--- src/rtl/mig_port_arbiter_if.sv ---
// Client/MIG user-interface bundle for mig_port_arbiter.
// Optional counters are present only when MIG_ARB_STATS_EN is defined.
interface mig_port_arbiter_if;
  logic         phy_init_done;
  logic         wr_req, rd_req;
  logic         wr_gnt, rd_gnt;
  logic         wr_af_wren;
  logic [2:0]   wr_af_cmd;
  logic [31:0]  wr_af_addr;
  logic         wr_wdf_wren;
  logic [127:0] wr_wdf_data;
  logic         rd_af_wren;
  logic [2:0]   rd_af_cmd;
  logic [31:0]  rd_af_addr;
  logic         app_af_afull, app_wdf_afull;
  logic         rd_data_valid;
  logic         app_af_wren;
  logic [2:0]   app_af_cmd;
  logic [31:0]  app_af_addr;
  logic         app_wdf_wren;
  logic [127:0] app_wdf_data;
  logic         rd_throttle;
  logic [3:0]   rd_outstanding;
  logic         timeout_err;
`ifdef MIG_ARB_STATS_EN
  logic [15:0]  wr_grant_cnt, rd_grant_cnt, stall_cnt;
`endif

  // app_wdf_afull is not consumed by the arbiter; the write client reads it here directly.
  modport slave (
    input  phy_init_done, wr_req, rd_req,
    input  wr_af_wren, wr_af_cmd, wr_af_addr, wr_wdf_wren, wr_wdf_data,
    input  rd_af_wren, rd_af_cmd, rd_af_addr,
    input  app_af_afull, rd_data_valid,
    output wr_gnt, rd_gnt,
    output app_af_wren, app_af_cmd, app_af_addr, app_wdf_wren, app_wdf_data,
    output rd_throttle, rd_outstanding, timeout_err
`ifdef MIG_ARB_STATS_EN
    , output wr_grant_cnt, rd_grant_cnt, stall_cnt
`endif
  );

  modport master (
    output phy_init_done, wr_req, rd_req,
    output wr_af_wren, wr_af_cmd, wr_af_addr, wr_wdf_wren, wr_wdf_data,
    output rd_af_wren, rd_af_cmd, rd_af_addr,
    output app_af_afull, app_wdf_afull, rd_data_valid,
    input  wr_gnt, rd_gnt,
    input  app_af_wren, app_af_cmd, app_af_addr, app_wdf_wren, app_wdf_data,
    input  rd_throttle, rd_outstanding, timeout_err
`ifdef MIG_ARB_STATS_EN
    , input wr_grant_cnt, rd_grant_cnt, stall_cnt
`endif
  );
endinterface

--- src/rtl/mig_port_arbiter.sv ---
// Round-robin arbiter sharing one DDR2 MIG user interface between a write and a read client.
// Define MIG_ARB_STATS_EN to add saturating grant/stall counters.
module mig_port_arbiter #(
  parameter int BEATS_PER_CMD   = 2,
  parameter int TURN_CYCLES     = 4,
  parameter int MAX_OUTSTANDING = 15,
  parameter int TIMEOUT         = 1023
) (
  input logic               clk,
  input logic               reset,
  mig_port_arbiter_if.slave bus
);
  localparam int BEAT_W = (BEATS_PER_CMD > 1) ? $clog2(BEATS_PER_CMD) : 1;
  localparam int TURN_W = (TURN_CYCLES > 1) ? $clog2(TURN_CYCLES) : 1;
  localparam int HOLD_W = $clog2(TIMEOUT + 1);
  localparam logic [2:0] CMD_READ = 3'b001;

  typedef enum logic [2:0] {IDLE, GNT_WR, TURN, GNT_RD, DRAIN} state_t;

  typedef struct packed {
    logic        wren;
    logic [2:0]  cmd;
    logic [31:0] addr;
  } af_req_t;

  state_t              state;
  logic                wr_gnt_q, rd_gnt_q, last_rd;
  logic [TURN_W-1:0]   turn_cnt;
  logic [HOLD_W-1:0]   hold_cnt;
  logic [BEAT_W-1:0]   beat_cnt;
  logic [3:0]          outstanding;
  logic                err_q;

  af_req_t wr_af, rd_af, mux_af;
  logic    pick_wr, pick_rd, regrant_rd, grant_hold, hold_hit;
  logic    rd_issue, beat_en, burst_done, at_max;

  assign wr_af = '{wren: bus.wr_af_wren, cmd: bus.wr_af_cmd, addr: bus.wr_af_addr};
  assign rd_af = '{wren: bus.rd_af_wren, cmd: bus.rd_af_cmd, addr: bus.rd_af_addr};

  // Grants are registered, so the mux never sees a same-cycle request decision.
  always_comb begin
    mux_af = '0;
    if (wr_gnt_q)      mux_af = wr_af;
    else if (rd_gnt_q) mux_af = rd_af;
  end

  assign bus.app_af_wren  = mux_af.wren;
  assign bus.app_af_cmd   = mux_af.cmd;
  assign bus.app_af_addr  = mux_af.addr;
  assign bus.app_wdf_wren = wr_gnt_q & bus.wr_wdf_wren;
  assign bus.app_wdf_data = wr_gnt_q ? bus.wr_wdf_data : '0;
  assign bus.wr_gnt       = wr_gnt_q;
  assign bus.rd_gnt       = rd_gnt_q;

  // Tie-break: the writer wins unless it was the last one served.
  assign pick_wr    = (state == IDLE) && bus.phy_init_done && bus.wr_req &&
                      (!bus.rd_req || last_rd);
  assign pick_rd    = (state == IDLE) && bus.phy_init_done && bus.rd_req &&
                      !(bus.wr_req && last_rd);
  assign regrant_rd = (state == DRAIN) && bus.phy_init_done && bus.rd_req && !bus.wr_req;
  assign grant_hold = ((state == GNT_WR) && bus.wr_req) || ((state == GNT_RD) && bus.rd_req);
  assign hold_hit   = grant_hold && (hold_cnt == HOLD_W'(TIMEOUT - 1));

  always_ff @(posedge clk) begin
    if (reset) begin
      state    <= IDLE;
      wr_gnt_q <= 1'b0;
      rd_gnt_q <= 1'b0;
      last_rd  <= 1'b1;
      turn_cnt <= '0;
      hold_cnt <= '0;
    end else begin
      if (!grant_hold)                          hold_cnt <= '0;
      else if (hold_cnt != HOLD_W'(TIMEOUT))    hold_cnt <= hold_cnt + 1'b1;

      case (state)
        IDLE: begin
          if (pick_wr) begin
            state    <= GNT_WR;
            wr_gnt_q <= 1'b1;
            last_rd  <= 1'b0;
          end else if (pick_rd) begin
            state    <= GNT_RD;
            rd_gnt_q <= 1'b1;
            last_rd  <= 1'b1;
          end
        end
        GNT_WR: begin
          if (!bus.wr_req) begin
            state    <= TURN;
            wr_gnt_q <= 1'b0;
            turn_cnt <= '0;
          end
        end
        TURN: begin
          if (turn_cnt == TURN_W'(TURN_CYCLES - 1)) state <= IDLE;
          else                                       turn_cnt <= turn_cnt + 1'b1;
        end
        GNT_RD: begin
          if (!bus.rd_req) begin
            state    <= DRAIN;
            rd_gnt_q <= 1'b0;
          end
        end
        DRAIN: begin
          if (regrant_rd) begin
            state    <= GNT_RD;
            rd_gnt_q <= 1'b1;
            last_rd  <= 1'b1;
          end else if (outstanding == '0) begin
            state <= IDLE;
          end
        end
        default: begin
          state    <= IDLE;
          wr_gnt_q <= 1'b0;
          rd_gnt_q <= 1'b0;
        end
      endcase
    end
  end

  // Beats arriving with nothing outstanding are stale (e.g. after reset) and dropped.
  assign rd_issue   = mux_af.wren && (mux_af.cmd == CMD_READ);
  assign beat_en    = bus.rd_data_valid && (outstanding != '0);
  assign burst_done = beat_en && (beat_cnt == BEAT_W'(BEATS_PER_CMD - 1));
  assign at_max     = (outstanding == 4'(MAX_OUTSTANDING));

  always_ff @(posedge clk) begin
    if (reset) begin
      outstanding <= '0;
      beat_cnt    <= '0;
      err_q       <= 1'b0;
    end else begin
      if (beat_en) beat_cnt <= burst_done ? '0 : beat_cnt + 1'b1;

      if (rd_issue && !burst_done) begin
        if (!at_max) outstanding <= outstanding + 1'b1;
      end else if (burst_done && !rd_issue) begin
        outstanding <= outstanding - 1'b1;
      end

      if (hold_hit || (rd_issue && !burst_done && at_max)) err_q <= 1'b1;
    end
  end

  assign bus.rd_outstanding = outstanding;
  assign bus.rd_throttle    = at_max | bus.app_af_afull;
  assign bus.timeout_err    = err_q;

`ifdef MIG_ARB_STATS_EN
  logic [15:0] wr_grants, rd_grants, stalls;
  logic        stall_cyc;

  assign stall_cyc = (bus.wr_req | bus.rd_req) &&
                     ((state == IDLE) || (state == TURN) || (state == DRAIN));

  always_ff @(posedge clk) begin
    if (reset) begin
      wr_grants <= '0;
      rd_grants <= '0;
      stalls    <= '0;
    end else begin
      if (pick_wr && wr_grants != 16'hFFFF)                 wr_grants <= wr_grants + 1'b1;
      if ((pick_rd || regrant_rd) && rd_grants != 16'hFFFF) rd_grants <= rd_grants + 1'b1;
      if (stall_cyc && stalls != 16'hFFFF)                  stalls    <= stalls + 1'b1;
    end
  end

  assign bus.wr_grant_cnt = wr_grants;
  assign bus.rd_grant_cnt = rd_grants;
  assign bus.stall_cnt    = stalls;
`endif
endmodule
--- src/flat_wrapper.sv ---
// flat-port wrapper written by rule: the top's interface ports become plain ports
module mig_port_arbiter_flat 
#(
  parameter int BEATS_PER_CMD   = 2,
  parameter int TURN_CYCLES     = 4,
  parameter int MAX_OUTSTANDING = 15,
  parameter int TIMEOUT         = 1023
)
  (clk, reset, bus_phy_init_done, bus_wr_req, bus_rd_req, bus_wr_af_wren, bus_wr_af_cmd, bus_wr_af_addr, bus_wr_wdf_wren, bus_wr_wdf_data, bus_rd_af_wren, bus_rd_af_cmd, bus_rd_af_addr, bus_app_af_afull, bus_rd_data_valid, bus_wr_gnt, bus_rd_gnt, bus_app_af_wren, bus_app_af_cmd, bus_app_af_addr, bus_app_wdf_wren, bus_app_wdf_data, bus_rd_throttle, bus_rd_outstanding, bus_timeout_err);
  mig_port_arbiter_if bus_i ();
  input logic clk;
  input logic reset;
  input wire logic [$bits(bus_i.phy_init_done)-1:0] bus_phy_init_done;
  input wire logic [$bits(bus_i.wr_req)-1:0] bus_wr_req;
  input wire logic [$bits(bus_i.rd_req)-1:0] bus_rd_req;
  input wire logic [$bits(bus_i.wr_af_wren)-1:0] bus_wr_af_wren;
  input wire logic [$bits(bus_i.wr_af_cmd)-1:0] bus_wr_af_cmd;
  input wire logic [$bits(bus_i.wr_af_addr)-1:0] bus_wr_af_addr;
  input wire logic [$bits(bus_i.wr_wdf_wren)-1:0] bus_wr_wdf_wren;
  input wire logic [$bits(bus_i.wr_wdf_data)-1:0] bus_wr_wdf_data;
  input wire logic [$bits(bus_i.rd_af_wren)-1:0] bus_rd_af_wren;
  input wire logic [$bits(bus_i.rd_af_cmd)-1:0] bus_rd_af_cmd;
  input wire logic [$bits(bus_i.rd_af_addr)-1:0] bus_rd_af_addr;
  input wire logic [$bits(bus_i.app_af_afull)-1:0] bus_app_af_afull;
  input wire logic [$bits(bus_i.rd_data_valid)-1:0] bus_rd_data_valid;
  output wire logic [$bits(bus_i.wr_gnt)-1:0] bus_wr_gnt;
  output wire logic [$bits(bus_i.rd_gnt)-1:0] bus_rd_gnt;
  output wire logic [$bits(bus_i.app_af_wren)-1:0] bus_app_af_wren;
  output wire logic [$bits(bus_i.app_af_cmd)-1:0] bus_app_af_cmd;
  output wire logic [$bits(bus_i.app_af_addr)-1:0] bus_app_af_addr;
  output wire logic [$bits(bus_i.app_wdf_wren)-1:0] bus_app_wdf_wren;
  output wire logic [$bits(bus_i.app_wdf_data)-1:0] bus_app_wdf_data;
  output wire logic [$bits(bus_i.rd_throttle)-1:0] bus_rd_throttle;
  output wire logic [$bits(bus_i.rd_outstanding)-1:0] bus_rd_outstanding;
  output wire logic [$bits(bus_i.timeout_err)-1:0] bus_timeout_err;
  assign bus_i.phy_init_done = bus_phy_init_done;
  assign bus_i.wr_req = bus_wr_req;
  assign bus_i.rd_req = bus_rd_req;
  assign bus_i.wr_af_wren = bus_wr_af_wren;
  assign bus_i.wr_af_cmd = bus_wr_af_cmd;
  assign bus_i.wr_af_addr = bus_wr_af_addr;
  assign bus_i.wr_wdf_wren = bus_wr_wdf_wren;
  assign bus_i.wr_wdf_data = bus_wr_wdf_data;
  assign bus_i.rd_af_wren = bus_rd_af_wren;
  assign bus_i.rd_af_cmd = bus_rd_af_cmd;
  assign bus_i.rd_af_addr = bus_rd_af_addr;
  assign bus_i.app_af_afull = bus_app_af_afull;
  assign bus_i.rd_data_valid = bus_rd_data_valid;
  assign bus_wr_gnt = bus_i.wr_gnt;
  assign bus_rd_gnt = bus_i.rd_gnt;
  assign bus_app_af_wren = bus_i.app_af_wren;
  assign bus_app_af_cmd = bus_i.app_af_cmd;
  assign bus_app_af_addr = bus_i.app_af_addr;
  assign bus_app_wdf_wren = bus_i.app_wdf_wren;
  assign bus_app_wdf_data = bus_i.app_wdf_data;
  assign bus_rd_throttle = bus_i.rd_throttle;
  assign bus_rd_outstanding = bus_i.rd_outstanding;
  assign bus_timeout_err = bus_i.timeout_err;
  mig_port_arbiter #(.BEATS_PER_CMD(BEATS_PER_CMD), .TURN_CYCLES(TURN_CYCLES), .MAX_OUTSTANDING(MAX_OUTSTANDING), .TIMEOUT(TIMEOUT)) u_core (.clk(clk), .reset(reset), .bus(bus_i));
endmodule
--- config.mk ---
export PLATFORM = sky130hd
export DESIGN_NAME = mig_port_arbiter_flat
export DESIGN_NICKNAME = d
export VERILOG_FILES = /design/src/rtl/mig_port_arbiter_if.sv /design/src/rtl/mig_port_arbiter.sv /design/src/flat_wrapper.sv
export SDC_FILE = /design/constraint.sdc
export NUM_CORES = 1
export LEC_CHECK = 0
export BUFFER_PORTS_ARGS = -buffer_cell sky130_fd_sc_hd__clkbuf_2
export CAP_MARGIN = 30
export CORE_AREA = 2 2 147 149
export CTS_CLUSTER_DIAMETER = 40
export DETAILED_ROUTE_END_ITERATION = 8
export DIE_AREA = 0 0 149 151
export PLACE_DENSITY_LB_ADDON = 0.25
export SLEW_MARGIN = 20
export SYNTH_ARGS = -nofsm -noshare
export SYNTH_HDL_FRONTEND = slang
export SYNTH_SLANG_ARGS = --single-unit
--- constraint.sdc ---
create_clock -name clk -period 6.2 [get_ports clk]
set_input_delay 0.62 -clock clk [delete_from_list [all_inputs] [get_ports clk]]
set_output_delay 0.62 -clock clk [all_outputs]
set_load 0.03 [all_outputs]
==> flow_summary.json <==
{
  "netlist_area_um2": 2734,
  "ys_types": 53,
  "worstSetupEndpoint": "bus_app_af_addr[28]",
  "drc_errors": 0,
  "grt_max_degree": 120,
  "hold_buffers": 0,
  "r2r_start": "u_core.bus.wr_gnt",
  "vdd_drop_max_v": 0.00009046,
  "mappedNetlistNets": 584,
  "synth_area_leaders": "and2_1 (30%), dfxtp_1 (18%), a22o_1 (11%)",
  "dr.first_iter.drc_count": 213,
  "cp.required_ns": 5.58,
  "antenna_found_initial": 2,
  "leakage_nw": 2.714,
  "post-cts-setup-buffers": 0,
  "synth_warnings": 0,
  "fin_ws_ns": 3.478,
  "reg2reg_to": "u_core.bus.rd_outstanding[3]",
  "layout.nets": 940,
  "synth_ff_type": "dfxtp_1",
  "status": "complete, no violations",
  "place_inst": 995,
  "synth_top_area_share_pct": 29.52,
  "ys_seq_elements": 24,
  "rows": 53,
  "synth_enable_flop_cells": 0,
  "skew_ns": 0.006089,
  "gp_congestion": 0.8467,
  "antenna_left": 0,
  "routed_via_density": 3.994,
  "grt_first_pass_wirelength_mm": 26.76,
  "synth.most_common_cell": "and2_1",
  "ys_top_cells_by_count": "and2_1 (129), a22o_1 (34), clkbuf_1 (29), dfxtp_1 (24), nand2_1 (15)",
  "crit_path_max_incr_delay_ns": 0.63,
  "r2r_slack_ns": 3.82,
  "area_growth_syn_to_layout_pct": 82.43,
  "place_ws_ns": 3.506,
  "numClockSinks": 24,
  "cts_inserted_buffers": 3,
  "root_buffer": "clkbuf_16",
  "crit_path_start_kind": "register",
  "cts_tree": "yes",
  "min_period_over_period_pct": 43.90,
  "ff2ff_path_depth": 8,
  "clock_latency_ns": 0.26,
  "drive_above_1_share_pct": 55.45,
  "ios": 381,
  "setup_viol": 0,
  "cts_buffer_depth": 2,
  "dieArea_um2": 22500,
  "power.density_nw_per_um2": 230.0,
  "fin_crit_ns": 2.722,
  "die_y_um": 151,
  "wl_per_cell_um": 20.14,
  "fin_setup_tns_ns": 0,
  "cp_data_arrival_time_ns": 2.10,
  "vias": 3998,
  "drv_cap": 0,
  "fillers": 2367,
  "synthArstFlopShare_pct": 0,
  "crit_start": "u_core.bus.wr_gnt",
  "rsz0062_at_grt": "no",
  "cts_max_level": 1,
  "crit_type": "register to primary output",
  "initial_core_util_pct": 13.13,
  "hpwl_mm": 18.21,
  "syn_inst": 370,
  "ys_seq_area_share_pct": 17.57,
  "grt-ovfl-total": 0,
  "timing.fmax_mhz": 367.4,
  "end_kind": "primary output",
  "instances_no_fill": 1001,
  "hp-class": "register to register",
  "avgSynthCellArea_um2": 7.389,
  "drv_slew": 0,
  "hold_violations": 0,
  "coreArea_um2": 20820,
  "cts_resized": 0,
  "grt_usage_pct": 16.43,
  "postRouteWirelength_mm": 20.17,
  "dieWidth_um": 149,
  "worst_pin_slew_ns": 0.5267,
  "synth_top_area_cell": "and2_1",
  "drt_pre_antenna_iters": 6,
  "crit_slowest_cell": "dfxtp_4",
  "cp_cell_sequence": "buf_4 > buf_16 > a22o_1 > clkbuf_2",
  "worstPathMaxFanout": 100,
  "slew_headroom_pct": 64.62,
  "clkSlewWorstSetupHoldPaths_ns": 0.07,
  "grt_pass1_vias": 3807,
  "port_buffers": 380
}
-- critical path: cells and delay by family (launching register included) --
family                 cells  cell delay, ns
DFF                        1            0.63
buffers and inverters      3            0.86
AOI/OAI and AO/OA          1            0.28
-- how the worst min path moves through the flow --
stage	start	to	cells past startpoint
finish	u_core.turn_cnt[1]	u_core.turn_cnt[1]	2
global route	u_core.turn_cnt[1]	u_core.turn_cnt[1]	2
CTS	u_core.turn_cnt[1]	u_core.turn_cnt[1]	2
detailed placement	u_core.turn_cnt[1]	u_core.turn_cnt[1]	2
global placement	u_core.turn_cnt[1]	u_core.turn_cnt[1]	2
floorplan	u_core.turn_cnt[1]	u_core.turn_cnt[1]	2
-- cell families (layout without fill, tap and decap cells) --
group,Yosys count,after routing,synth area share (%)
simple gates,209,209,46.22
xor+xnor,5,5,1.602
fa+ha+maj,6,6,3.021
flops,24,24,17.57
other cells,0,1,0
mux,7,7,3.432
buf+inv,38,393,5.309
compound gates,81,81,22.84
-- cell usage in the layout (no fill, tap or decap), types with 3 or more instances in the layout --
master	instances
ha_1	5
and2_1	129
nand3_1	7
a21oi_1	13
o21ai_0	13
nand2b_1	6
dfxtp_1	23
nor3_1	6
nor3b_1	3
xor2_1	3
a31oi_1	3
clkbuf_2	380
inv_1	6
mux2i_1	3
clkbuf_16	3
nor2b_1	3
nand4_1	4
a22o_1	34
nand2_1	15
nor2_1	14
or3_1	5
-- layer usage --
layer  vias up  routed length [µm]  GRT usage, %
met4         0                  32         1.381
met3         4                1300         2.771
met1      1851                8784         22.31
met5         -                   0             0
met2       148               10050         28.39
li1       1995                   -             -
-- metrics by stage --
stage	hold slack, ns	util, %	cell area (µm²)	total power [mW]
5_1_grt	0.5029	23.94	4985	1.211
4_1_cts	0.4654	23.81	4957	1.147
2_1_floorplan	0.4356	-	2734	0.7207
3_3_place_gp	0.4534	23.43	4878	0.9999
3_5_place_dp	0.4558	23.43	4878	0.9997
6_report	0.4582	23.95	4987	1.147
-- registers in the layout, indices dropped and copies added (netlist names) --
| register | count |
|---|---|
| u_core.bus.rd_outstanding | 4 |
| u_core.state | 3 |
| u_core.beat_cnt | 1 |
| u_core.bus.rd_gnt | 1 |
| u_core.hold_cnt | 10 |
| u_core.turn_cnt | 2 |
| u_core.last_rd | 1 |
| u_core.bus.timeout_err | 1 |
| u_core.bus.wr_gnt | 1 |
-- area by class of cell --
cell class | instances | area (µm²) | area share, %
antenna | 1 | 2.502 | 0.05018
inverter | 6 | 22.52 | 0.4516
tap | 275 | 344.1 | 6.899
multi-input combinational | 308 | 2111 | 42.32
sequential | 24 | 484.2 | 9.709
timing repair buffer | 383 | 1944 | 38.99
clock buffer | 4 | 78.83 | 1.581
-- power by group --
part           internal (mW)  total [mW]  switching (mW)
clock network         0.0880       0.146          0.0579
logic                  0.261       0.802           0.541
registers              0.165       0.199          0.0344
Note: power is estimated with default switching activity, not from simulation.
